--- config.mk ---
export PLATFORM = sky130hd
export DESIGN_NAME = unidade_controle_rodadas_flat
export DESIGN_NICKNAME = d
export VERILOG_FILES = /design/src/rtl/unidade_controle_rodadas_if.sv /design/src/rtl/unidade_controle_rodadas.sv /design/src/flat_wrapper.sv
export SDC_FILE = /design/constraint.sdc
export NUM_CORES = 1
export LEC_CHECK = 0
export ABC_CLOCK_PERIOD_IN_PS = 2009
export BUFFER_PORTS_ARGS = -buffer_cell sky130_fd_sc_hd__buf_2
export CAP_MARGIN = 20
export CORE_MARGIN = 1.5
export CORE_UTILIZATION = 50
export DETAILED_ROUTE_END_ITERATION = 7
export PLACE_DENSITY = 0.83
export SYNTH_ARGS = -nofsm -noshare
export SYNTH_HDL_FRONTEND = slang
export SYNTH_SLANG_ARGS = --single-unit
export TNS_END_PERCENT = 1
--- constraint.sdc ---
create_clock -name clock -period 2.01 [get_ports clock]
set_input_delay 0.402 -clock clock [delete_from_list [all_inputs] [get_ports clock]]
set_output_delay 0.402 -clock clock [all_outputs]
set_load 0.01 [all_outputs]
--- src/rtl/unidade_controle_rodadas_if.sv ---
// Handshake bundle between the round controller and the memory-game datapath.
// master: the controller (consumes status, drives commands).
// slave:  the datapath side (drives status, consumes commands).
interface unidade_controle_rodadas_if;
    logic       iniciar;
    logic       jogada;
    logic       igual;
    logic       fim_endereco;
    logic       fim_rodada;
    logic       fim_timer;
    logic       fim_mostra;

    logic       zeraE;
    logic       contaE;
    logic       zeraL;
    logic       contaL;
    logic       zeraR;
    logic       registraR;
    logic       zera_timer;
    logic       conta_timer;
    logic       zera_mostra;
    logic       conta_mostra;
    logic       mostra_led;
    logic       acertou;
    logic       errou;
    logic       timeout;
    logic       pronto;
    logic [3:0] db_estado;

    modport master (
        input  iniciar, jogada, igual, fim_endereco, fim_rodada, fim_timer, fim_mostra,
        output zeraE, contaE, zeraL, contaL, zeraR, registraR,
               zera_timer, conta_timer, zera_mostra, conta_mostra,
               mostra_led, acertou, errou, timeout, pronto, db_estado
    );

    modport slave (
        output iniciar, jogada, igual, fim_endereco, fim_rodada, fim_timer, fim_mostra,
        input  zeraE, contaE, zeraL, contaL, zeraR, registraR,
               zera_timer, conta_timer, zera_mostra, conta_mostra,
               mostra_led, acertou, errou, timeout, pronto, db_estado
    );
endinterface

--- src/rtl/unidade_controle_rodadas.sv ---
// Round controller for the memory game: shows the stored sequence up to the
// current limit, then collects and checks the player's plays, advancing the
// limit after each correct round.
// Optional feature: define TIMEOUT_EN to enable the play-timer timeout path.
// GAP_CYCLES (1..255) sets the LEDs-off gap between displayed items.
module unidade_controle_rodadas #(
    parameter int unsigned GAP_CYCLES = 2
) (
    input  logic                          clock,
    input  logic                          reset,
    unidade_controle_rodadas_if.master    bus
);

    localparam int unsigned GAP_W = 8;
    localparam logic [GAP_W-1:0] GAP_LAST = GAP_W'(GAP_CYCLES - 1);

    typedef enum logic [3:0] {
        st_inicial        = 4'h0,
        st_preparacao     = 4'h1,
        st_inicia_rodada  = 4'h2,
        st_mostra         = 4'h3,
        st_apaga          = 4'h4,
        st_proximo_mostra = 4'h5,
        st_zera_endereco  = 4'h6,
        st_espera         = 4'h7,
        st_registra       = 4'h8,
        st_comparacao     = 4'h9,
        st_acertou        = 4'hA,
        st_proxima_jogada = 4'hB,
        st_proxima_rodada = 4'hC,
        st_timeout        = 4'hD,
        st_errou          = 4'hE
    } estado_t;

    estado_t          estado;
    logic [GAP_W-1:0] gap_cnt;
    logic             gap_fim;

    assign gap_fim = (gap_cnt == GAP_LAST);

`ifndef TIMEOUT_EN
    logic unused_fim_timer;
    assign unused_fim_timer = bus.fim_timer;
`endif

    // State register with next-state selection.
    always_ff @(posedge clock or posedge reset) begin
        if (reset) begin
            estado <= st_inicial;
        end else begin
            case (estado)
                st_inicial:        if (bus.iniciar) estado <= st_preparacao;
                st_preparacao:     estado <= st_inicia_rodada;
                st_inicia_rodada:  estado <= st_mostra;
                st_mostra:         if (bus.fim_mostra) estado <= st_apaga;
                st_apaga: begin
                    if (gap_fim) begin
                        if (bus.fim_endereco) estado <= st_zera_endereco;
                        else                  estado <= st_proximo_mostra;
                    end
                end
                st_proximo_mostra: estado <= st_mostra;
                st_zera_endereco:  estado <= st_espera;
                st_espera: begin
`ifdef TIMEOUT_EN
                    if (bus.fim_timer)   estado <= st_timeout;
                    else if (bus.jogada) estado <= st_registra;
`else
                    if (bus.jogada)      estado <= st_registra;
`endif
                end
                st_registra:       estado <= st_comparacao;
                st_comparacao: begin
                    if (!bus.igual)             estado <= st_errou;
                    else if (!bus.fim_endereco) estado <= st_proxima_jogada;
                    else if (!bus.fim_rodada)   estado <= st_proxima_rodada;
                    else                        estado <= st_acertou;
                end
                st_proxima_jogada: estado <= st_espera;
                st_proxima_rodada: estado <= st_inicia_rodada;
                st_timeout, st_errou, st_acertou:
                                   if (bus.iniciar) estado <= st_preparacao;
                default:           estado <= st_inicial;
            endcase
        end
    end

    // Gap counter: runs only while the LEDs are blanked between items.
    always_ff @(posedge clock or posedge reset) begin
        if (reset)                  gap_cnt <= '0;
        else if (estado == st_apaga) gap_cnt <= gap_cnt + GAP_W'(1);
        else                        gap_cnt <= '0;
    end

    // Moore output decode straight from the state register.
    always_comb begin
        bus.zeraE        = 1'b0;
        bus.contaE       = 1'b0;
        bus.zeraL        = 1'b0;
        bus.contaL       = 1'b0;
        bus.zeraR        = 1'b0;
        bus.registraR    = 1'b0;
        bus.zera_timer   = 1'b0;
        bus.conta_timer  = 1'b0;
        bus.zera_mostra  = 1'b0;
        bus.conta_mostra = 1'b0;
        bus.mostra_led   = 1'b0;
        bus.acertou      = 1'b0;
        bus.errou        = 1'b0;
        bus.timeout      = 1'b0;
        bus.pronto       = 1'b0;
        bus.db_estado    = 4'(estado);
        case (estado)
            st_inicial: begin
                bus.zeraE = 1'b1;
                bus.zeraL = 1'b1;
                bus.zeraR = 1'b1;
            end
            st_preparacao: begin
                bus.zeraE       = 1'b1;
                bus.zeraL       = 1'b1;
                bus.zeraR       = 1'b1;
                bus.zera_timer  = 1'b1;
                bus.zera_mostra = 1'b1;
            end
            st_inicia_rodada: begin
                bus.zeraE       = 1'b1;
                bus.zera_mostra = 1'b1;
            end
            st_mostra: begin
                bus.mostra_led   = 1'b1;
                bus.conta_mostra = 1'b1;
            end
            st_apaga:          bus.zera_mostra = 1'b1;
            st_proximo_mostra: bus.contaE = 1'b1;
            st_zera_endereco: begin
                bus.zeraE      = 1'b1;
                bus.zera_timer = 1'b1;
            end
            st_espera: begin
`ifdef TIMEOUT_EN
                bus.conta_timer = 1'b1;
`endif
            end
            st_registra:       bus.registraR = 1'b1;
            st_comparacao:     ;
            st_proxima_jogada: begin
                bus.contaE     = 1'b1;
                bus.zera_timer = 1'b1;
            end
            st_proxima_rodada: begin
                bus.contaL     = 1'b1;
                bus.zera_timer = 1'b1;
            end
            st_timeout: begin
`ifdef TIMEOUT_EN
                bus.timeout = 1'b1;
`endif
                bus.pronto  = 1'b1;
            end
            st_errou: begin
                bus.errou  = 1'b1;
                bus.pronto = 1'b1;
            end
            st_acertou: begin
                bus.acertou = 1'b1;
                bus.pronto  = 1'b1;
            end
            default:           bus.db_estado = 4'hF;
        endcase
    end

endmodule

--- src/flat_wrapper.sv ---
// flat-port wrapper written by rule: the top's interface ports become plain ports
module unidade_controle_rodadas_flat 
#(
    parameter int unsigned GAP_CYCLES = 2
)
  (clock, reset, bus_iniciar, bus_jogada, bus_igual, bus_fim_endereco, bus_fim_rodada, bus_fim_timer, bus_fim_mostra, bus_zeraE, bus_contaE, bus_zeraL, bus_contaL, bus_zeraR, bus_registraR, bus_zera_timer, bus_conta_timer, bus_zera_mostra, bus_conta_mostra, bus_mostra_led, bus_acertou, bus_errou, bus_timeout, bus_pronto, bus_db_estado);
  unidade_controle_rodadas_if bus_i ();
  input  logic clock;
  input  logic reset;
  input wire logic [$bits(bus_i.iniciar)-1:0] bus_iniciar;
  input wire logic [$bits(bus_i.jogada)-1:0] bus_jogada;
  input wire logic [$bits(bus_i.igual)-1:0] bus_igual;
  input wire logic [$bits(bus_i.fim_endereco)-1:0] bus_fim_endereco;
  input wire logic [$bits(bus_i.fim_rodada)-1:0] bus_fim_rodada;
  input wire logic [$bits(bus_i.fim_timer)-1:0] bus_fim_timer;
  input wire logic [$bits(bus_i.fim_mostra)-1:0] bus_fim_mostra;
  output wire logic [$bits(bus_i.zeraE)-1:0] bus_zeraE;
  output wire logic [$bits(bus_i.contaE)-1:0] bus_contaE;
  output wire logic [$bits(bus_i.zeraL)-1:0] bus_zeraL;
  output wire logic [$bits(bus_i.contaL)-1:0] bus_contaL;
  output wire logic [$bits(bus_i.zeraR)-1:0] bus_zeraR;
  output wire logic [$bits(bus_i.registraR)-1:0] bus_registraR;
  output wire logic [$bits(bus_i.zera_timer)-1:0] bus_zera_timer;
  output wire logic [$bits(bus_i.conta_timer)-1:0] bus_conta_timer;
  output wire logic [$bits(bus_i.zera_mostra)-1:0] bus_zera_mostra;
  output wire logic [$bits(bus_i.conta_mostra)-1:0] bus_conta_mostra;
  output wire logic [$bits(bus_i.mostra_led)-1:0] bus_mostra_led;
  output wire logic [$bits(bus_i.acertou)-1:0] bus_acertou;
  output wire logic [$bits(bus_i.errou)-1:0] bus_errou;
  output wire logic [$bits(bus_i.timeout)-1:0] bus_timeout;
  output wire logic [$bits(bus_i.pronto)-1:0] bus_pronto;
  output wire logic [$bits(bus_i.db_estado)-1:0] bus_db_estado;
  assign bus_i.iniciar = bus_iniciar;
  assign bus_i.jogada = bus_jogada;
  assign bus_i.igual = bus_igual;
  assign bus_i.fim_endereco = bus_fim_endereco;
  assign bus_i.fim_rodada = bus_fim_rodada;
  assign bus_i.fim_timer = bus_fim_timer;
  assign bus_i.fim_mostra = bus_fim_mostra;
  assign bus_zeraE = bus_i.zeraE;
  assign bus_contaE = bus_i.contaE;
  assign bus_zeraL = bus_i.zeraL;
  assign bus_contaL = bus_i.contaL;
  assign bus_zeraR = bus_i.zeraR;
  assign bus_registraR = bus_i.registraR;
  assign bus_zera_timer = bus_i.zera_timer;
  assign bus_conta_timer = bus_i.conta_timer;
  assign bus_zera_mostra = bus_i.zera_mostra;
  assign bus_conta_mostra = bus_i.conta_mostra;
  assign bus_mostra_led = bus_i.mostra_led;
  assign bus_acertou = bus_i.acertou;
  assign bus_errou = bus_i.errou;
  assign bus_timeout = bus_i.timeout;
  assign bus_pronto = bus_i.pronto;
  assign bus_db_estado = bus_i.db_estado;
  unidade_controle_rodadas #(.GAP_CYCLES(GAP_CYCLES)) u_core (.clock(clock), .reset(reset), .bus(bus_i));
endmodule
==> summary.md, run 1 <==
| Metric | Value |
|---|---|
| WL final | `1800 um` |
| Status | `complete, no violations` |
| Clock sink count | `12` |
| GR Layer Usage met3 | `3.53%` |
| Synth Area in Compound Gates | `16.2%` |
| Drt drc | `0` |
| DRT Pass-1 Iters | `4` |
| Via/cell ratio | `5.31` |
| HP Class | `input pin to asynchronous set/reset pin` |
| # IOs | `28` |
| CTS tree | `built` |
| Startpoint types | `register` |
| Cts bufs inserted | `3` |
| Ant. Diodes | `0` |
| Required time worst endpoint | `1.61 ns` |
| Overflow after GRT | `0` |
| Clk pwr share | `12.5%` |
| Multi-input logic area | `between 500 and 600 sq um` |
| Crit-path max cell delay | `0.41 ns` |
| Max Buffers Root-to-Sink | `2` |
| # fillers | `roughly 170` |
| Core area | `about 1800 sq um` |
| Yosys cell types | `42` |
| Synth warn | `0` |
| Wire per inst | `11.5 um` |
| Die X | `46.6 um` |
| First-pass GRT wire length | `2900 um` |
| Power consumption | `1.55 mW` |
| Cts repair resizes | `0` |
| Logic pwr share | `66.6%` |
| Final setup vio count | `0` |
| Clk_skew | `0.00119 ns` |
| Layout cell share with drive strength beyond 1 | `28.0%` |
| Internal | `between 0.8 and 0.9 mW` |
| Nets | `144` |
| Top cells by area, synth | `dfrtp_1 (32%), nor2_1 (5.9%), xor2_1 (5.5%), and3_1 (3.3%), nand2b_1 (3.3%)` |
| FMAX | `about 0.53 GHz` |
| Syn_area_per_cell | `8.19 sq um` |
| Post-Syn Instances | `116` |
| Post-Synth Adder-Cell Area | `2.64%` |
| Max-cap violations | `0` |
| Post-Syn Area | `950 sq um` |
| Detailed Place HPWL | `around 1400 um` |
| Final Max Tran Viols | `0` |
| Gpl congestion | `0.803` |
| Area leader, netlist | `dfrtp_1` |
| Register area share after synthesis | `approximately a third` |
| GRT busiest layer | `met2` |
| Largest net degree at the start of global routing | `22` |
| Die area | `around 2200 sq um` |
| Switching portion of total power | `44.3%` |
| Crit path kind | `register to output pin` |
| Worst skew pair latency | `0.28 ns` |
| Maximum VDD drop | `1.03 mV` |
| CP max FO | `21` |
| Static Leakage | `0.534 nW` |
| Seq pwr share | `20.9%` |
| Gr usage total | `19.5%` |
| Number of global-route vias before repair | `689` |
| Initial antenna violation count | `0` |
| Tmin final | `about 1.9 ns` |
| Highest-delay cell along the critical path | `dfrtp_1` |
| RSZ-0062 raised after global routing | `false` |
| Clock slew at reported path FFs | `0.07 ns` |
| H-Tree Depth | `1` |
| Postcts setup bufs | `0` |
| Finished Layout Cells | `157` |
| Arrival @ worst endpoint | `1.48 ns` |
| Met1 Use GR | `between 20% and 30%` |
| Critical Path, Cell by Cell | `buf_4 -> or2_2 -> nor2_2 -> buf_2` |
| Register area | `300 sq um` |
| Synth Register Bits | `12` |
| Final hold violation count | `0` |
| P per Cell Area | `1430 nW/um^2` |
| CTS Root Cell | `clkbuf_4` |
| DR iter-0 viols | `8` |
| Via count | `834` |
| Area share of xor/xnor cells in the synthesized design | `7.38%` |
| Synthesis-to-finish area growth | `13.6%` |
| Height of the die | `between 40 and 50 um` |
| Fin crit share | `93.6%` |
| Met2 GRT Util | `roughly a third` |
| Simple-gate portion of the synthesized area | `~28%` |
| Hold-fix buffers, CTS | `0` |
| Area share of the largest cell type after synthesis | `31.6%` |
| Detail Route Antenna Nets | `0` |
| Placed Cells | `around 150` |
| Crit end category | `output pin` |
| Initial core utilization | `53.8%` |
| Mux share of post-synthesis cell area | `under 10%` |
| Port Buffers | `24` |
| Final setup TNS | `0 ns` |
| Row count | `15` |
| Largest family of logic cells by synthesized area | `simple AND/OR/NAND/NOR gates` |
| Switching pwr | `a little under 0.7 mW` |
[cell usage after synthesis (all sizes together)]
cell / count
conb: 1
o22a: 1
nor2: 15
mux2: 1
nor4bb: 1
o21bai: 1
nor3: 4
nor4b: 1
nand2b: 5
ha: 2
buf: 9
o211a: 1
xnor2: 2
nand3b: 1
nand3: 6
dfrtp: 12
or4b: 1
o2bb2ai: 1
a221o: 1
inv: 3
a41o: 1
o22ai: 1
nor2b: 3
or2: 1
o211ai: 2
o21ai: 4
a21o: 1
a21oi: 4
a22o: 1
and2: 1
a31oi: 2
mux2i: 1
and3: 5
a211o: 1
clkbuf: 8
xor2: 6
nand2: 4
and3b: 1
[per-stage QoR]
stage	hold slack [ns]	instance area, sq um	worst slack (ns)	util (%)
floorplan	0.267	953	0.129	-
global placement	0.416	1040	0.297	58.9
detailed placement	0.426	1040	0.282	58.9
CTS	0.117	1080	0.0966	61.0
global route	0.134	1080	0.0291	61.1
finish	0.110	1080	0.128	61.1
[final timing paths]
check | slack (ns) | start | depth (start not counted) | endpoint
max in group asynchronous | 1.60 | reset | 2 | u_core.gap_cnt[2]
min | 0.11 | reset | 2 | u_core.gap_cnt[1]
max reg2reg | 0.27 | u_core.estado[0] | 4 | u_core.estado[0]
max | 0.13 | u_core.estado[2] | 4 | bus_zeraR
min in group clock | 0.52 | bus_igual | 4 | u_core.estado[2]
min reg2reg | 0.54 | u_core.gap_cnt[0] | 1 | u_core.gap_cnt[0]
[cell families (layout without fill, tap and decap cells)]
family | after synthesis | after routing
compound gates | 22 | 22
xor+xnor | 8 | 8
fa+ha+maj | 2 | 2
buf+inv | 20 | 35
flops | 12 | 12
mux | 2 | 2
other cells | 1 | 2
simple gates | 49 | 49
[cells in the final DEF, fill, tap and decap left out, types with 2 or more instances in the layout]
| cell type | n |
|---|---|
| buf_2 | 24 |
| xnor2_1 | 2 |
| a21oi_1 | 4 |
| dfrtp_1 | 12 |
| a31oi_1 | 2 |
| buf_4 | 4 |
| nor2_1 | 14 |
| clkbuf_4 | 3 |
| nand3_1 | 5 |
| nand2_1 | 4 |
| o21ai_0 | 4 |
| inv_1 | 3 |
| xor2_1 | 6 |
| nand2b_1 | 5 |
| ha_1 | 2 |
| nor3_1 | 4 |
| conb_1 | 2 |
| o211ai_1 | 2 |
| and3_1 | 5 |
| nor2b_1 | 3 |
[metal layers]
layer	wire, um	vias up
met5	0	-
li1	-	425
met2	925	26
met4	38	0
met1	760	379
met3	77	4
[power by group through the flow]
stage          Sequential [mW]  Clock, mW  Combinational, mW
4_1_cts                  0.323      0.200               1.03
6_report                 0.323      0.193               1.03
3_3_place_gp             0.324          0               1.01
3_5_place_dp             0.327          0               1.02
2_1_floorplan            0.319          0              0.827
5_1_grt                  0.329      0.215               1.13
[layout make-up]
| class | instances | share of cell area (%) |
|---|---|---|
| timing repair buffer | 28 | 13.9 |
| multi-input combinational | 85 | 50.9 |
| clock buffer | 4 | 3.36 |
| tap | 25 | 2.90 |
| sequential | 12 | 27.8 |
| inverter | 3 | 1.04 |
[sequential cells by signal, indices dropped and copies added, names as in the netlist]
name	cells
u_core.estado	4
u_core.gap_cnt	8
[critical path: cells and delay by family, from the launching register on]
| family | cells | cell delay [ns] |
|---|---|---|
| DFF | 1 | 0.41 |
| and+or+nand+nor | 2 | 0.45 |
| buffers and inverters | 2 | 0.34 |
No activity file was read; power rests on OpenSTA's default activity.
==> run 2: changes to the inputs <==
- CELL_PAD_IN_SITES_DETAIL_PLACEMENT: default -> 0
- CELL_PAD_IN_SITES_GLOBAL_PLACEMENT: default -> 1
- CORE_UTILIZATION: 50 -> 36
- PLACE_DENSITY: 0.83 -> 0.82
==> run 2 against run 1 <==
Net effect: non-clock buffer count grew 1; final area grew 1.0%; largest power group unchanged; die area grew 36%; clock power is essentially flat.
==> summary.md, run 2 (synthesis results as in run 1) <==
| Metric | Value |
|---|---|
| Status | `complete, no violations (unchanged)` |
| Worst R2R Start | `u_core.estado[1] (was u_core.estado[0])` |
| Startpoint types | `register (unchanged)` |
| Worst skew pair latency | `0.28 ns (about the same)` |
| Crit end category | `output pin (unchanged)` |
| Hold-fix buffers, CTS | `0 (unchanged)` |
| H-Tree Depth | `1 (unchanged)` |
| Static Leakage | `0.539 nW (was 0.534 nW)` |
| Power consumption | `1.58 mW (was 1.55 mW)` |
| Gr usage total | `15.3% (was 19.5%)` |
| Detail Route Antenna Nets | `0 (unchanged)` |
| CTS Root Cell | `clkbuf_4 (unchanged)` |
| Finished Layout Cells | `163 (was 157)` |
| Clock sink count | `12 (unchanged)` |
| Wire per inst | `12.1 um (was 11.5 um)` |
| RSZ-0062 raised after global routing | `false (unchanged)` |
| CP bufs+invs | `2 (unchanged)` |
| Nets | `145 (was 144)` |
| Final setup TNS | `0 ns (unchanged)` |
| Die area | `2960 sq um (was 2170 sq um)` |
| R2r setup slk | `0.25 ns (was 0.27 ns)` |
| Worst Setup Slack, final | `0.137 ns (was 0.128 ns)` |
| Max reg flops | `8 (unchanged)` |
| Detailed Place HPWL | `1430 um (was 1380 um)` |
| First-pass GRT wire length | `3270 um (was 2900 um)` |
| Port Buffers | `24 (unchanged)` |
| WL final | `1970 um (was 1800 um)` |
| Reg-to-reg endpoint | `u_core.estado[0] (unchanged)` |
| Max Buffers Root-to-Sink | `2 (unchanged)` |
| FMAX | `0.534 GHz (was 0.531 GHz)` |
| Number of global-route vias before repair | `752 (was 689)` |
| Leading cell type in the layout, fill and taps excluded | `buf_2 (unchanged)` |
| # IOs | `28 (unchanged)` |
| DP Worst Slack | `0.269 ns (was 0.282 ns)` |
| Final core occ | `44.0% (was 61.1%)` |
| Crit path kind | `register to output pin (unchanged)` |
| Critical path's top delay family | `simple AND/OR/NAND/NOR gates (unchanged)` |
| Tmin final | `1.87 ns (was 1.88 ns)` |
| Register-to-Register Path Depth | `4 (unchanged)` |
| Initial antenna violation count | `0 (unchanged)` |
| Synthesis-to-finish area growth | `14.8% (was 13.6%)` |
| Row count | `18 (was 15)` |
| Layout cell share with drive strength beyond 1 | `27.8% (was 28.0%)` |
| Highest-delay cell along the critical path | `dfrtp_1 (unchanged)` |
| Die X | `54.4 um (was 46.6 um)` |
| Gpl congestion | `0.832 (was 0.803)` |
| Postcts setup bufs | `0 (unchanged)` |
| Via count | `829 (was 834)` |
| Core area | `2480 sq um (was 1760 sq um)` |
| Post-route cell area | `1090 sq um (was 1080 sq um)` |
| Placed instance area | `1050 sq um (was 1040 sq um)` |
| P per Cell Area | `1450 nW/um^2 (was 1430 nW/um^2)` |
| Initial core utilization | `38.3% (was 53.8%)` |
| Drt drc | `0 (unchanged)` |
| Largest net degree at the start of global routing | `22 (unchanged)` |
| Maximum VDD drop | `0.712 mV (was 1.03 mV)` |
| Critical Path, Cell by Cell | `buf_4 -> or2_2 -> nor2_1 -> buf_2 (was buf_4 -> or2_2 -> nor2_2 -> buf_2)` |
| CP max FO | `15 (was 21)` |
| Final Max Tran Viols | `0 (unchanged)` |
| Clk_skew | `0.00393 ns (was 0.00119 ns)` |
| Max-cap violations | `0 (unchanged)` |
| Cts bufs inserted | `3 (unchanged)` |
| Overflow after GRT | `0 (unchanged)` |
| Via/cell ratio | `5.09 (was 5.31)` |
| CTS tree | `built (unchanged)` |
| Biggest regs | `u_core.gap_cnt: 8 flops, u_core.estado: 4 flops (unchanged)` |
| DR iter-0 viols | `4 (was 8)` |
| Final setup vio count | `0 (unchanged)` |
| Crit-path max cell delay | `0.40 ns (was 0.41 ns)` |
| DRT Pass-1 Iters | `4 (unchanged)` |
| Ant. Diodes | `0 (unchanged)` |
| Arrival @ worst endpoint | `1.47 ns (was 1.48 ns)` |
| Final hold violation count | `0 (unchanged)` |
| Cts repair resizes | `0 (unchanged)` |
| Clock slew at reported path FFs | `0.08 ns (was 0.07 ns)` |
| WHS | `0.107 ns (was 0.110 ns)` |
| HP Class | `input pin to asynchronous set/reset pin (unchanged)` |
| Height of the die | `54.4 um (was 46.6 um)` |
| Required time worst endpoint | `1.61 ns (about the same)` |
| Biggest register | `u_core.gap_cnt (unchanged)` |
| Fin crit share | `93.2% (was 93.6%)` |
| Commonest cells after routing, fill and taps aside | `buf_2 (24), nor2_1 (15), dfrtp_1 (12) (was buf_2 (24), nor2_1 (14), dfrtp_1 (12))` |
| Placed Cells | `159 (was 153)` |
-- run 2: changes by cell type in the layout (fill, tap and decap cells not counted) --
| cell | before | now |
|---|---|---|
| buf_4 | 4 | 5 |
| nor2_1 | 14 | 15 |
| nor2_2 | 1 | 0 |
-- run 2: area by class of cell --
class	count	area [sq um]
clock buffers	4	36.3
inverters	3	11.3
fillers	270	1390
well taps	30	37.5
repair buffers	29	158
multi-input cells	85	547
flip-flops and latches	12	300
-- run 2: how the worst max path moves through the flow --
stage	start	to	cells after the start
6_report	u_core.estado[2]	bus_zeraL	4
4_1_cts	u_core.estado[2]	bus_zeraL	4
5_1_grt	u_core.estado[2]	bus_zeraL	4
2_1_floorplan	u_core.estado[0]	bus_mostra_led	5
3_3_place_gp	u_core.estado[1]	u_core.estado[0]	4
3_5_place_dp	u_core.estado[1]	u_core.estado[0]	4
-- run 2: layer usage --
metal / track usage (%) / up-vias / wire, um
met4: 8.75 / 0 / 53
met5: 0 / - / 0
met1: 18.7 / 377 / 905
met2: 24.7 / 21 / 921
li1: - / 424 / -
met3: 3.28 / 7 / 91
-- run 2: power by group --
group | switching, mW | internal, mW
logic | 0.598 | 0.471
registers | 0.0296 | 0.289
clock network | 0.0853 | 0.110
total | 0.713 | 0.870
==> run 3: changes to the inputs <==
- PLACE_DENSITY: 0.82 -> default
- PLACE_DENSITY_LB_ADDON: default -> 0.1
- RECOVER_POWER: default -> 50
==> run 3 against run 2 <==
Net effect: flip-flop and latch count is the same; critical path type is now register to register; hold slack gained 0.0066 ns; register-to-register slack lost 0.12 ns; global-route usage grew 1.5 points; via count grew 1.2%; maximum frequency shrank 0.47%; count of clock-buffer cells in the layout is the same; total power shrank 0.96%; wire length grew 4.2%; final cell count grew 0.61%; clock power shrank 3%.
==> summary.md, run 3 (synthesis results as in run 1) <==
| Metric | Value |
|---|---|
| WL final | `2050 um (was 1970 um)` |
| GRT busiest layer | `met2 (unchanged)` |
| FMAX | `0.531 GHz (was 0.534 GHz)` |
| DRT Pass-1 Iters | `4 (unchanged)` |
| Cts bufs inserted | `3 (unchanged)` |
| Cts repair resizes | `0 (unchanged)` |
| Seq pwr share | `20.4% (was 20.1%)` |
| Via/cell ratio | `5.12 (was 5.09)` |
| Startpoint types | `register (unchanged)` |
| Required time worst endpoint | `2.18 ns (was 1.61 ns)` |
| Reg-to-reg endpoint | `u_core.estado[0] (unchanged)` |
| Wire per inst | `12.5 um (was 12.1 um)` |
| Gr usage total | `16.8% (was 15.3%)` |
| P per Cell Area | `1440 nW/um^2 (was 1450 nW/um^2)` |
| Largest net degree at the start of global routing | `20 (was 22)` |
| Initial core utilization | `38.3% (unchanged)` |
| Switching pwr | `0.700 mW (was 0.713 mW)` |
| Placed Cells | `160 (was 159)` |
| Fin crit share | `93.6% (was 93.2%)` |
| Port Buffers | `24 (unchanged)` |
| Clock sink count | `12 (unchanged)` |
| Finished Layout Cells | `164 (was 163)` |
| Worst skew pair latency | `0.27 ns (was 0.28 ns)` |
| Nets | `146 (was 145)` |
| Leading cell type in the layout, fill and taps excluded | `buf_2 (unchanged)` |
| Status | `complete, no violations (unchanged)` |
| Maximum VDD drop | `0.814 mV (was 0.712 mV)` |
| Overflow after GRT | `0 (unchanged)` |
| R2r setup slk | `0.13 ns (was 0.25 ns)` |
| Gpl congestion | `0.758 (was 0.832)` |
| Die area | `2960 sq um (unchanged)` |
| Biggest regs | `u_core.gap_cnt: 8 flops, u_core.estado: 4 flops (unchanged)` |
| Final setup vio count | `0 (unchanged)` |
| Final setup TNS | `0 ns (unchanged)` |
| Logic pwr share | `67.5% (about the same)` |
| CP max FO | `9 (was 15)` |
| DR iter-0 viols | `17 (was 4)` |
| Detail Route Antenna Nets | `0 (unchanged)` |
| Final Max Tran Viols | `0 (unchanged)` |
| RSZ-0062 raised after global routing | `false (unchanged)` |
| Register-to-Register Path Depth | `4 (unchanged)` |
| Hold-fix buffers, CTS | `0 (unchanged)` |
| Row count | `18 (unchanged)` |
| Core area | `2480 sq um (unchanged)` |
| Final hold violation count | `0 (unchanged)` |
| Postcts setup bufs | `0 (unchanged)` |
| Switching portion of total power | `44.7% (was 45.0%)` |
| Clk pwr share | `12.1% (was 12.4%)` |
| Layout cell share with drive strength beyond 1 | `26.9% (was 27.8%)` |
| CTS tree | `built (unchanged)` |
| Static Leakage | `0.539 nW (about the same)` |
| Clock slew at reported path FFs | `0.08 ns (about the same)` |
| Biggest register | `u_core.gap_cnt (unchanged)` |
| CTS Root Cell | `clkbuf_4 (unchanged)` |
| H-Tree Depth | `1 (unchanged)` |
| Drt drc | `0 (unchanged)` |
| Number of global-route vias before repair | `813 (was 752)` |
| Tmin final | `1.88 ns (was 1.87 ns)` |
| Max reg flops | `8 (unchanged)` |
| Via count | `839 (was 829)` |
| WHS | `0.114 ns (was 0.107 ns)` |
| Height of the die | `54.4 um (unchanged)` |
| Crit path kind | `register to register (was register to output pin)` |
| Clk_skew | `0.00526 ns (was 0.00393 ns)` |
| # IOs | `28 (unchanged)` |
| # fillers | `276 (was 270)` |
| First-pass GRT wire length | `3690 um (was 3270 um)` |
| GR Layer Usage met3 | `4.92% (was 3.28%)` |
| Max-cap violations | `0 (unchanged)` |
| Internal | `0.868 mW (was 0.870 mW)` |
| Initial antenna violation count | `0 (unchanged)` |
| Met2 GRT Util | `25.9% (was 24.7%)` |
| Commonest cells after routing, fill and taps aside | `buf_2 (23), nor2_1 (15), dfrtp_1 (12) (was buf_2 (24), nor2_1 (15), dfrtp_1 (12))` |
| Die X | `54.4 um (unchanged)` |
| Max Buffers Root-to-Sink | `2 (unchanged)` |
| Detailed Place HPWL | `1520 um (was 1430 um)` |
| Worst R2R Start | `u_core.estado[0] (was u_core.estado[1])` |
| Synthesis-to-finish area growth | `15.0% (was 14.8%)` |
| Ant. Diodes | `0 (unchanged)` |
| Arrival @ worst endpoint | `2.05 ns (was 1.47 ns)` |
| Met1 Use GR | `24.6% (was 18.7%)` |
| HP Class | `input pin to asynchronous set/reset pin (unchanged)` |
| Crit end category | `register (was output pin)` |
run 3: worst max path at each step:
stage / from / end / slack (ns) / cells after the start
after floorplan: u_core.estado[0] / bus_mostra_led / 0.13 / 5
after global placement: u_core.estado[0] / u_core.estado[0] / 0.26 / 4
after detailed placement: u_core.estado[0] / u_core.estado[0] / 0.26 / 4
after CTS: u_core.estado[2] / bus_zeraL / 0.13 / 4
after global routing: u_core.estado[0] / u_core.estado[0] / 0.04 / 4
final: u_core.estado[0] / u_core.estado[0] / 0.13 / 4
run 3: area by class of cell:
cell class | instances | area, sq um | area share, %
multi-input combinational | 85 | 543 | 49.7
sequential | 12 | 300 | 27.5
timing repair buffer | 30 | 164 | 15.0
tap | 30 | 37.5 | 3.44
clock buffer | 4 | 36.3 | 3.32
inverter | 3 | 11.3 | 1.03
run 3: through the flow:
stage	utilization [%]	power, mW	cell area [sq um]	worst slack (ns)
global route	44.1	1.74	1090	0.0400
CTS	44.3	1.60	1100	0.133
detailed placement	42.8	1.40	1060	0.262
finish	44.1	1.57	1090	0.128
global placement	42.8	1.39	1060	0.265
floorplan	-	1.15	953	0.129
run 3: routing by layer:
layer | share of wire [%] | wire length, um
met1 | 51 | 1050
met2 | 44 | 910
met3 | 4.4 | 90
met4 | 0 | 0
met5 | 0 | 0
run 3: power by group through the flow:
stage          sequential, mW  combinational (mW)  clock (mW)
2_1_floorplan           0.319               0.827           0
3_3_place_gp            0.325                1.06           0
3_5_place_dp            0.327                1.08           0
4_1_cts                 0.322                1.09       0.196
5_1_grt                 0.324                1.20       0.211
6_report                0.320                1.06       0.190
run 3: worst max-delay path: stages (launching register included):
cell	delay [ns]
dfrtp_1	0.41
or4b_1	0.69
a21o_1	0.25
nand3_2	0.10
mux2_2	0.33
